[config.mk]
export PLATFORM = sky130hd
export DESIGN_NAME = demux_burst_dispatcher_flat
export DESIGN_NICKNAME = d
export VERILOG_FILES = /design/src/rtl/demux_burst_dispatcher_pkg.sv /design/src/rtl/demux_burst_dispatcher_if.sv /design/src/rtl/demux_burst_dispatcher_rr_pick4.sv /design/src/rtl/demux_burst_dispatcher.sv /design/src/flat_wrapper.sv
export SDC_FILE = /design/constraint.sdc
export NUM_CORES = 1
export LEC_CHECK = 0
export CAP_MARGIN = 20
export CORE_MARGIN = 1
export CORE_UTILIZATION = 31
export CTS_CLUSTER_SIZE = 14
export DETAILED_ROUTE_END_ITERATION = 10
export PLACE_DENSITY = 0.69
export REMOVE_ABC_BUFFERS = 1
export SYNTH_ARGS = -nofsm -noshare
export SYNTH_HDL_FRONTEND = slang
export SYNTH_SLANG_ARGS = --single-unit
export TNS_END_PERCENT = 5
[constraint.sdc]
create_clock -name clk -period 1.3 [get_ports clk]
set_input_delay 0.26 -clock clk [delete_from_list [all_inputs] [get_ports clk]]
set_output_delay 0.26 -clock clk [all_outputs]
set_load 0.03 [all_outputs]
[src/rtl/demux_burst_dispatcher_pkg.sv]
// Shared types and constants for the burst dispatcher: FSM encoding, sink count, counter sizing.
// Pure declarations, no latency or backpressure of its own.
package demux_pkg;

  typedef enum logic [0:0] {
    ST_IDLE = 1'b0,
    ST_XFER = 1'b1
  } state_e;

  localparam int NUM_SINKS = 4;
  localparam int SEL_W     = 2;
  localparam int CNT_W_MAX = 8;

  // Beat counter width for a burst length in 1..255; a 1-word burst still needs one bit.
  function automatic int cnt_w(input int burst_len);
    return (burst_len <= 1) ? 1 : $clog2(burst_len);
  endfunction

endpackage

[src/rtl/demux_burst_dispatcher_if.sv]
// Producer/consumer handshake bundle for the dispatcher, plus grant status.
// Wires only: zero latency; backpressure is carried by in_ready/out_ready.
interface demux_burst_dispatcher_if #(
  parameter int DATA_W = 8
);
  import demux_pkg::*;

  logic [NUM_SINKS-1:0] en;
  logic [DATA_W-1:0]    in_data;
  logic                 in_valid;
  logic                 in_ready;
  logic [DATA_W-1:0]    out_data;
  logic [NUM_SINKS-1:0] out_valid;
  logic [NUM_SINKS-1:0] out_ready;
  logic [SEL_W-1:0]     sel;
  logic                 busy;
  logic                 burst_done;

  modport master (
    output en, in_data, in_valid, out_ready,
    input  in_ready, out_data, out_valid, sel, busy, burst_done
  );

  modport slave (
    input  en, in_data, in_valid, out_ready,
    output in_ready, out_data, out_valid, sel, busy, burst_done
  );

endinterface

[src/rtl/demux_burst_dispatcher_rr_pick4.sv]
// Circular first-set search over a 4-bit enable mask, starting just after the last grant.
// Combinational, zero latency; no backpressure.
module rr_pick4
  import demux_pkg::*;
(
  input  logic [NUM_SINKS-1:0] en,
  input  logic [SEL_W-1:0]     last,
  output logic [SEL_W-1:0]     idx,
  output logic                 any
);

  logic [SEL_W-1:0] cand;

  // Walk offsets from far to near so the nearest enabled sink after last wins.
  always_comb begin
    idx  = '0;
    cand = '0;
    any  = |en;
    for (int k = NUM_SINKS - 1; k >= 0; k--) begin
      cand = last + SEL_W'(k + 1);
      if (en[cand]) idx = cand;
    end
  end

endmodule

[src/rtl/demux_burst_dispatcher.sv]
// Round-robin burst dispatcher: one producer stream granted to one of four sinks for BURST_LEN words.
// Data path is combinational (0 cycles); a stalled granted sink deasserts in_ready, other sinks are ignored.
module demux_burst_dispatcher
  import demux_pkg::*;
#(
  parameter int DATA_W    = 8,
  parameter int BURST_LEN = 4
) (
  input  logic                   clk,
  input  logic                   rst,
  demux_burst_dispatcher_if.slave bus
);

  localparam int CW = cnt_w(BURST_LEN);

  localparam logic [0:0] IDLE = ST_IDLE;
  localparam logic [0:0] XFER = ST_XFER;

  logic [0:0]       state;
  logic [SEL_W-1:0] sel_q;
  logic [SEL_W-1:0] last_q;
  logic [CW-1:0]    cnt;

  logic [SEL_W-1:0] pick_idx;
  logic             pick_any;
  logic             in_xfer;
  logic             beat;
  logic             last_beat;

  rr_pick4 u_pick (
    .en   (bus.en),
    .last (last_q),
    .idx  (pick_idx),
    .any  (pick_any)
  );

  assign in_xfer   = (state == XFER);
  assign beat      = in_xfer && bus.in_valid && bus.out_ready[sel_q];
  assign last_beat = beat && (cnt == CW'(BURST_LEN - 1));

  // en is only looked at while IDLE, so the grant survives mask changes mid-burst.
  always_ff @(posedge clk or posedge rst) begin
    if (rst) begin
      state  <= IDLE;
      sel_q  <= '0;
      last_q <= SEL_W'(NUM_SINKS - 1);
      cnt    <= '0;
    end else begin
      case (state)
        IDLE: begin
          if (bus.in_valid && pick_any) begin
            sel_q  <= pick_idx;
            last_q <= pick_idx;
            cnt    <= '0;
            state  <= XFER;
          end
        end
        XFER: begin
          if (last_beat) begin
            cnt   <= '0;
            state <= IDLE;
          end else if (beat) begin
            cnt <= cnt + CW'(1);
          end
        end
        default: state <= IDLE;
      endcase
    end
  end

  assign bus.out_data   = DATA_W'(bus.in_data);
  assign bus.out_valid  = in_xfer ? (NUM_SINKS'(bus.in_valid) << sel_q) : '0;
  assign bus.in_ready   = in_xfer && bus.out_ready[sel_q];
  assign bus.sel        = sel_q;
  assign bus.busy       = in_xfer;
  assign bus.burst_done = last_beat;

endmodule
[src/flat_wrapper.sv]
// flat-port wrapper written by rule: the top's interface ports become plain ports
module demux_burst_dispatcher_flat import demux_pkg::*;
#(
  parameter int DATA_W    = 8,
  parameter int BURST_LEN = 4
)
  (clk, rst, bus_en, bus_in_data, bus_in_valid, bus_out_ready, bus_in_ready, bus_out_data, bus_out_valid, bus_sel, bus_busy, bus_burst_done);
  demux_burst_dispatcher_if #(.DATA_W(DATA_W)) bus_i ();
  input  logic clk;
  input  logic rst;
  input wire logic [$bits(bus_i.en)-1:0] bus_en;
  input wire logic [$bits(bus_i.in_data)-1:0] bus_in_data;
  input wire logic [$bits(bus_i.in_valid)-1:0] bus_in_valid;
  input wire logic [$bits(bus_i.out_ready)-1:0] bus_out_ready;
  output wire logic [$bits(bus_i.in_ready)-1:0] bus_in_ready;
  output wire logic [$bits(bus_i.out_data)-1:0] bus_out_data;
  output wire logic [$bits(bus_i.out_valid)-1:0] bus_out_valid;
  output wire logic [$bits(bus_i.sel)-1:0] bus_sel;
  output wire logic [$bits(bus_i.busy)-1:0] bus_busy;
  output wire logic [$bits(bus_i.burst_done)-1:0] bus_burst_done;
  assign bus_i.en = bus_en;
  assign bus_i.in_data = bus_in_data;
  assign bus_i.in_valid = bus_in_valid;
  assign bus_i.out_ready = bus_out_ready;
  assign bus_in_ready = bus_i.in_ready;
  assign bus_out_data = bus_i.out_data;
  assign bus_out_valid = bus_i.out_valid;
  assign bus_sel = bus_i.sel;
  assign bus_busy = bus_i.busy;
  assign bus_burst_done = bus_i.burst_done;
  demux_burst_dispatcher #(.DATA_W(DATA_W), .BURST_LEN(BURST_LEN)) u_core (.clk(clk), .rst(rst), .bus(bus_i));
endmodule
[After elaboration in Yosys (flattened, before gate mapping)]
Cells that the tools add are included.
Storage, ports and cells
  flip-flop bits (word level): 7
  output and inout port bits: 17
  logic and storage cells: 48
Cells by class
  $add $sub $neg: 4
  order comparisons: 5
  equal/unequal tests: 3
  shift-type cells: 1
  multiplexer cells: 22
  bitwise logic cells: 1
  reduce and logical (&&, ||, !) cells: 8
Operator list (number)
  $lt 2x3->1 const B: 5
  $mux 2: 7
  $bmux 1 s2: 5
  $mux 1: 7
  $logic_and 1x1->1: 5
  $add 2x1->2 const B: 2
  $add 2x2->2 const B: 2
  $mux 4: 1
  $pmux 2 s2: 1
  $reduce_and 2->1: 2
  $reduce_or 4->1: 1
  $shl 1x2->4: 1
  $ne 3x3->1 const B: 1
  $eq 2x2->1 const B: 1
  $ne 2x1->1 const B: 1
  $pmux 1 s2: 1
  $not 1->1: 1

[Depth between registers and ports, before layout]
Gate-level depths: netlist of run 1.
  depth after elaboration: 6
  mapped depth: 5
  depth with buffers taken out: 4

[Cells and area by module]
From an unflattened synthesis of run 1, not the netlist that was laid out.
Second synthesis, totals
  cell total of the unflattened synthesis: 59
  area total of the unflattened synthesis: 531.8 um^2
By module, submodules not included
  demux_burst_dispatcher: instances 1, cells each 45, area an instance 440.4 um^2, sequential area each 177.7 um^2
  rr_pick4: instances 1, cells each 14, area an instance 91.3 um^2, sequential area each 0.0 um^2

[Least setup slack after synthesis of run 1]
Ideal clock, no wire load.
  path type: register to output
  start: register u_core.sel_q[0] (netlist: u_core.bus.sel[0])
  end: output bus_in_ready
  data arrival time: 1.434 ns
  data required time: 1.040 ns
  setup slack: -0.394 ns
  cell stages (with the launch flop): 3
  path buffers: 0
  cells stage by stage: dfrtp_1 > mux4_2 > and2_2
On the way
  word-level cells in the longest chain between the ends: 3
RTL lines
  start: declaration: line demux_burst_dispatcher.sv:20  | logic [SEL_W-1:0] sel_q;
  start signal: assignment: line demux_burst_dispatcher.sv:52  | sel_q <= pick_idx;
  $bmux 1 s2: line demux_burst_dispatcher.sv:73  | assign bus.in_ready = in_xfer && bus.out_ready[sel_q];
  $mux 1 (not written as such): line demux_burst_dispatcher.sv:73
  $logic_and 1x1->1: line demux_burst_dispatcher.sv:73
  end: declaration: line flat_wrapper.sv:15  | output wire logic [$bits(bus_i.in_ready)-1:0] bus_in_ready;
No other way between the ends. The select of a mux whose other input is x is not followed.

[Worst setup path in the final report of run 1]
Ends and elaborated chain as after synthesis.

==> run metrics, run 1 <==
Die Width 44.2 um; total congestion overflow 0; Die Y 44.2 um; Placed Cells 107; status finished with violations; crit path DAT 1.47 ns; Clk Latency, worst-skew pair 0.25 ns; Critical Path RT 1.04 ns; gate count after technology mapping 68; WL final 1440 um; num rows 14; Detailed Place HPWL 1150 um; Starting Density 35.1%; CTS Buffer Depth 2; full die area 1960 um^2; Crit. End Element primary output; FF+latch area 178 um^2; Synth async-reset ratio 100%; gr usage total 17.2%; drt drc 2; # fillers 150; most frequent cells in the layout 18 x buf_4, 9 x clkdlybuf4s50_1, 8 x nand2_1; global-route wire length before repair 2360 um; Unique masters post-synth 28; FF-to-FF Start u_core.bus.sel[0]; worst vdd ir 746 uV; Startpoint Class flip-flop; largest net degree at the start of global routing 8; via count 573; Multi-input gate area 318 um^2; core area 1580 um^2; share of cells above drive strength 1 38.9%; Slew Limit Headroom 76.9%; post-place instance area 778 um^2; antenna-violating nets left 0; Finished Core Util 53.0%; fmax 0.577 GHz; ANT cells 0; MaxCap Viol Count 0; TritonCTS clock tree built; Avg Synthesized Cell Area 8.13 um^2; flops & latches, synth 7; Root Driver clkbuf_4; Starting DRT DRC Count 10; Leakage Power 0.000399 uW; I/O pin count 36; worst slew pin tran 0.342 ns; final hold vios 0; Buf+Inv Stages, Crit Path 1; vias in the first global route 558; Mapped Area 553 um^2; H-tree levels 1; GPL Wtd Cong 0.736; final-report max-slew violation count 0; power after layout 1690 uW; IO buf count 19; CTS Buf Count 3; Synth Warn # 0; RSZ-0062 raised after global routing true; initial antenna violation count 0; first-pass detailed-route iteration total 8; Largest stage delay, worst path 0.56 ns; Worst-path clk slew 0.05 ns; minimum clock period 1.73 ns; Final WS setup -0.434 ns; Hold Path Class in -> async; prevailing post-synth register cell dfrtp_1; commonest non-fill, non-tap cell in the layout buf_4; setup violators final 9; critical-path cell list mux4_2 -> and2_4 -> buf_6; worst clock skew 0.00248 ns; CP max FO 3; crit path max-delay cell type mux4_2; PD cells 2020 nW/um^2; Post-synth EDFFs 0; Via-to-Cell Ratio 5.16; Crit. Startpoint u_core.bus.sel[0]; Final Cycle Share 133%; Syn-to-layout area delta 51.1%; violated checks design-rule violations, negative setup slack; Crit Path Category reg -> out; drt wl/cell 13.0 um; Crit path max-delay family multiplexers; final instance count without filler cells 111; sequential element share of the synthesized area 32.1%; CTS Sinks 7; Finished Cell Area 836 um^2; Final #Nets 116; Hold WS 0.237 ns; post-CTS setup buffers 0
## cell type report
| type | count | share of cell area, % |
|---|---|---|
| Tap cell | 16 | 2.40 |
| Sequential cell | 7 | 21.3 |
| Inverter | 4 | 1.80 |
| Multi-Input combinational cell | 48 | 38.0 |
| Clock buffer | 4 | 3.14 |
| Timing Repair Buffer | 32 | 33.4 |
## stage by stage
| step | setup slack (ns) | setup TNS (ns) |
|---|---|---|
| 6_report | -0.434 | -1.59 |
| 5_1_grt | -0.478 | -2.29 |
| 4_1_cts | -0.452 | -1.62 |
| 3_5_place_dp | -0.915 | -4.58 |
| 3_3_place_gp | -0.879 | -4.11 |
| 2_1_floorplan | -0.394 | -2.18 |
## cell usage after synthesis, types with 2 or more instances
cell type  instances  share of area [%]
nand3_1            5                4.5
o21ai_0            3                2.7
nand2b_1           3                3.4
inv_1              4                2.7
dfstp_2            2                9.5
nor2b_1            2                2.3
dfrtp_1            5                 23
a21oi_1            2                1.8
nor2_1             7                4.8
nand2_1            9                6.1
nor3_1             2                1.8
buf_4              8                 11
## cells by family (layout without fill, tap and decap cells)
family,count (synthesis),in the layout,share of synthesized area [%]
multiplexers,2,2,5.88
AO/OA/AOI/OAI,13,13,16.7
adder cells (fa/ha/maj),1,1,2.26
buffers and inverters,13,40,14.5
AND/OR/NAND/NOR,32,32,28.5
flip-flops,7,7,32.1
## timing repair
item                       4_1_cts  5_1_grt
setup endpoints to repair       10       12
hold buffers                     0        0
gates resized for setup         20        5
pin swaps                        2        2
## power breakdown
part,internal (uW),total [uW],switching (uW)
clock network,117,195,78.1
logic,509,1060,552
registers,339,432,93.2
## metal layers
metal,track usage [%],share of wire (%),up-vias
met5,0,0,-
met4,9.09,1.0,0
met3,9.80,8.5,2
met2,28.2,50,28
met1,17.2,40,256
li1,-,-,287
## final timing paths
check / to / slack, ns / cells after the start
hold / removal: u_core.bus.sel[1] / 0.24 / 2
max in group asynchronous: u_core.last_q[1] / 0.79 / 2
min in group clk: bus_out_data[0] / 0.52 / 0
setup reg to reg: u_core.cnt[0] / -0.16 / 5
hold reg to reg: u_core.cnt[1] / 0.53 / 2
setup / recovery: bus_in_ready / -0.43 / 3
## flip-flops by register name, summed over array words and instances (netlist names)
register         count
u_core.cnt           2
u_core.last_q        2
u_core.bus.busy      1
u_core.bus.sel       2
(Power assumes the default switching activity.)
==> run 2: changes to the inputs <==
--- a/config.mk
+++ b/config.mk
@@ -10,6 +10,7 @@
 export CORE_UTILIZATION = 31
 export CTS_CLUSTER_SIZE = 14
 export DETAILED_ROUTE_END_ITERATION = 10
+export GPL_TIMING_DRIVEN = 0
 export PLACE_DENSITY = 0.69
 export REMOVE_ABC_BUFFERS = 1
 export SYNTH_ARGS = -nofsm -noshare
==> run 2 against run 1 <==
  * The run still ends with design-rule violations, negative setup slack left
  * Fmax grew 2.9%
  * Setup slack gained 0.049 ns
  * Sequential power grew 13%
  * Routed wire length shrank 13%
  * Die area is the same
  * Flip-flop and latch count is the same
  * Register-to-register slack lost 0.07 ns
  * Critical path depth is the same
  * Clock power is essentially flat
  * Hold slack lost 0.00059 ns
==> run metrics, run 2 (synthesis results as in run 1) <==
CTS Hold Buffers Added 0 (unchanged); worst clock skew 0.00256 ns (was 0.00248 ns); Crit. Startpoint u_core.bus.sel[0] (unchanged); initial antenna violation count 0 (unchanged); worst vdd ir 724 uV (was 746 uV); first-pass detailed-route iteration total 7 (was 8); drt wl/cell 12.5 um (was 13.0 um); CP max FO 3 (unchanged); antenna-violating nets left 0 (unchanged); Final WS setup -0.385 ns (was -0.434 ns); Finished Core Util 48.3% (was 53.0%); flop2flop setup slack -0.23 ns (was -0.16 ns); global-route wire length before repair 2000 um (was 2360 um); IO buf count 19 (unchanged); post-place instance area 698 um^2 (was 778 um^2); WL final 1260 um (was 1440 um); core area 1580 um^2 (unchanged); Crit Path Category reg -> out (unchanged); most frequent cells in the layout 9 x nand2_1, 7 x nor2_1, 7 x buf_4 (was 18 x buf_4, 9 x clkdlybuf4s50_1, 8 x nand2_1); Starting Density 35.1% (unchanged); critical-path cell list mux4_2 -> and2_4 -> buf_6 (unchanged); drt drc 3 (was 2); Finished Cell Area 761 um^2 (was 836 um^2); Largest stage delay, worst path 0.53 ns (was 0.56 ns); FF-to-FF End u_core.cnt[0] (unchanged); fmax 0.593 GHz (was 0.577 GHz); H-tree levels 1 (unchanged); minimum clock period 1.69 ns (was 1.73 ns); RSZ-0062 raised after global routing true (unchanged); Clk Latency, worst-skew pair 0.25 ns (about the same); Starting DRT DRC Count 12 (was 10); FF-to-FF Start u_core.bus.sel[0] (unchanged); full die area 1960 um^2 (unchanged); gr usage total 13.7% (was 17.2%); GPL Wtd Cong 0.723 (was 0.736); commonest non-fill, non-tap cell in the layout nand2_1 (was buf_4); FF-to-FF path depth 6 (was 5); Slew Limit Headroom 79.5% (was 76.9%); Root Driver clkbuf_4 (unchanged); Hold WS 0.236 ns (was 0.237 ns); vias in the first global route 481 (was 558); worst slew pin tran 0.303 ns (was 0.342 ns); PD cells 2050 nW/um^2 (was 2020 nW/um^2); TritonCTS clock tree built (unchanged); Via-to-Cell Ratio 5.29 (was 5.16); num rows 14 (unchanged); met1 GRT Util 15.4% (was 17.2%); Detailed Place HPWL 926 um (was 1150 um); Sw Ratio 43.4% (was 42.8%); final-report max-slew violation count 0 (unchanged); sw power 677 uW (was 723 uW); Comb pwr share 56.5% (was 62.8%); total congestion overflow 0 (unchanged); share of cells above drive strength 1 31.8% (was 38.9%); crit path DAT 1.43 ns (was 1.47 ns); I/O pin count 36 (unchanged); Die Y 44.2 um (unchanged); Pint 885 uW (was 965 uW); met3 Use GR 8.16% (was 9.80%); largest net degree at the start of global routing 10 (was 8); Clock power frac 12.4% (was 11.6%); ANT cells 0 (unchanged); Syn-to-layout area delta 37.6% (was 51.1%); register share of total power 31.1% (was 25.6%); global routing's busiest layer met2 (unchanged); Final #Nets 106 (was 116); Die Width 44.2 um (unchanged); Buf+Inv Stages, Crit Path 1 (unchanged); setup violators final 11 (was 9); CTS Buffer Depth 2 (unchanged); setup TNS -1.75 ns (was -1.59 ns); CP endpoint bus_in_ready (unchanged); violated checks design-rule violations, negative setup slack (unchanged); Crit path max-delay family multiplexers (unchanged); MaxCap Viol Count 0 (unchanged); Startpoint Class flip-flop (unchanged); Final Cycle Share 130% (was 133%); status finished with violations (unchanged); stages on the worst setup path 3 (unchanged); # fillers 161 (was 150); Worst-path clk slew 0.05 ns (about the same); CTS Buf Count 3 (unchanged); crit path max-delay cell type mux4_2 (unchanged); post-place setup slack -0.944 ns (was -0.915 ns); Crit. End Element primary output (unchanged); Leakage Power 0.000362 uW (was 0.000399 uW); met2 GRT Util 21.2% (was 28.2%); Hold Path Class in -> async (unchanged); via count 534 (was 573); final hold vios 0 (unchanged); CTS Sinks 7 (unchanged); Critical Path RT 1.04 ns (about the same)
-- run 2: cell count changes in the layout (fill, tap and decap cells not counted), sizes merged --
cell / previous run / this run
buf: 22 / 8
clkdlybuf4s50: 9 / 5
dlygate4sd2: 1 / 3
clkdlybuf4s15: 0 / 4
dlymetal6s2s: 0 / 2
-- run 2: per-layer routing --
layer,vias up,share of wire (%)
met4,0,0
met2,28,48
met1,242,41
met5,-,0
li1,264,-
met3,0,11
-- run 2: layout make-up --
| type | instances | area, um^2 | area share, % |
|---|---|---|---|
| well taps | 16 | 20.0 | 2.63 |
| clock buffers | 4 | 26.3 | 3.45 |
| repair buffers | 22 | 210 | 27.6 |
| multi-input cells | 48 | 308 | 40.5 |
| flip-flops and latches | 7 | 181 | 23.8 |
| inverters | 4 | 15.0 | 1.97 |
-- run 2: how the worst min path moves through the flow --
stage	from	endpoint	slack, ns	cells after the start
floorplan	rst	u_core.bus.busy	0.06	1
global placement	u_core.cnt[0]	u_core.cnt[0]	0.49	1
detailed placement	rst	u_core.bus.busy	0.50	2
CTS	rst	u_core.cnt[0]	0.24	2
global route	rst	u_core.cnt[1]	0.25	2
finish	rst	u_core.cnt[0]	0.24	2
-- run 2: repair_timing --
item,CTS,global route
gates resized for setup,53,4
setup buffers,2,1
setup endpoints to repair,13,13
pin swaps,3,0
endpoints found under the hold margin,0,0
-- run 2: power groups by stage --
stage	clock network (uW)	logic, uW	registers (uW)
2_1_floorplan	0	445	535
3_3_place_gp	0	776	484
3_5_place_dp	0	789	491
4_1_cts	199	857	478
5_1_grt	222	955	509
6_report	194	882	486
-- run 2: metrics by stage --
stage | total power, uW | instances
floorplan | 980 | 59
global placement | 1260 | 94
detailed placement | 1280 | 94
CTS | 1530 | 100
global route | 1690 | 101
finish | 1560 | 101
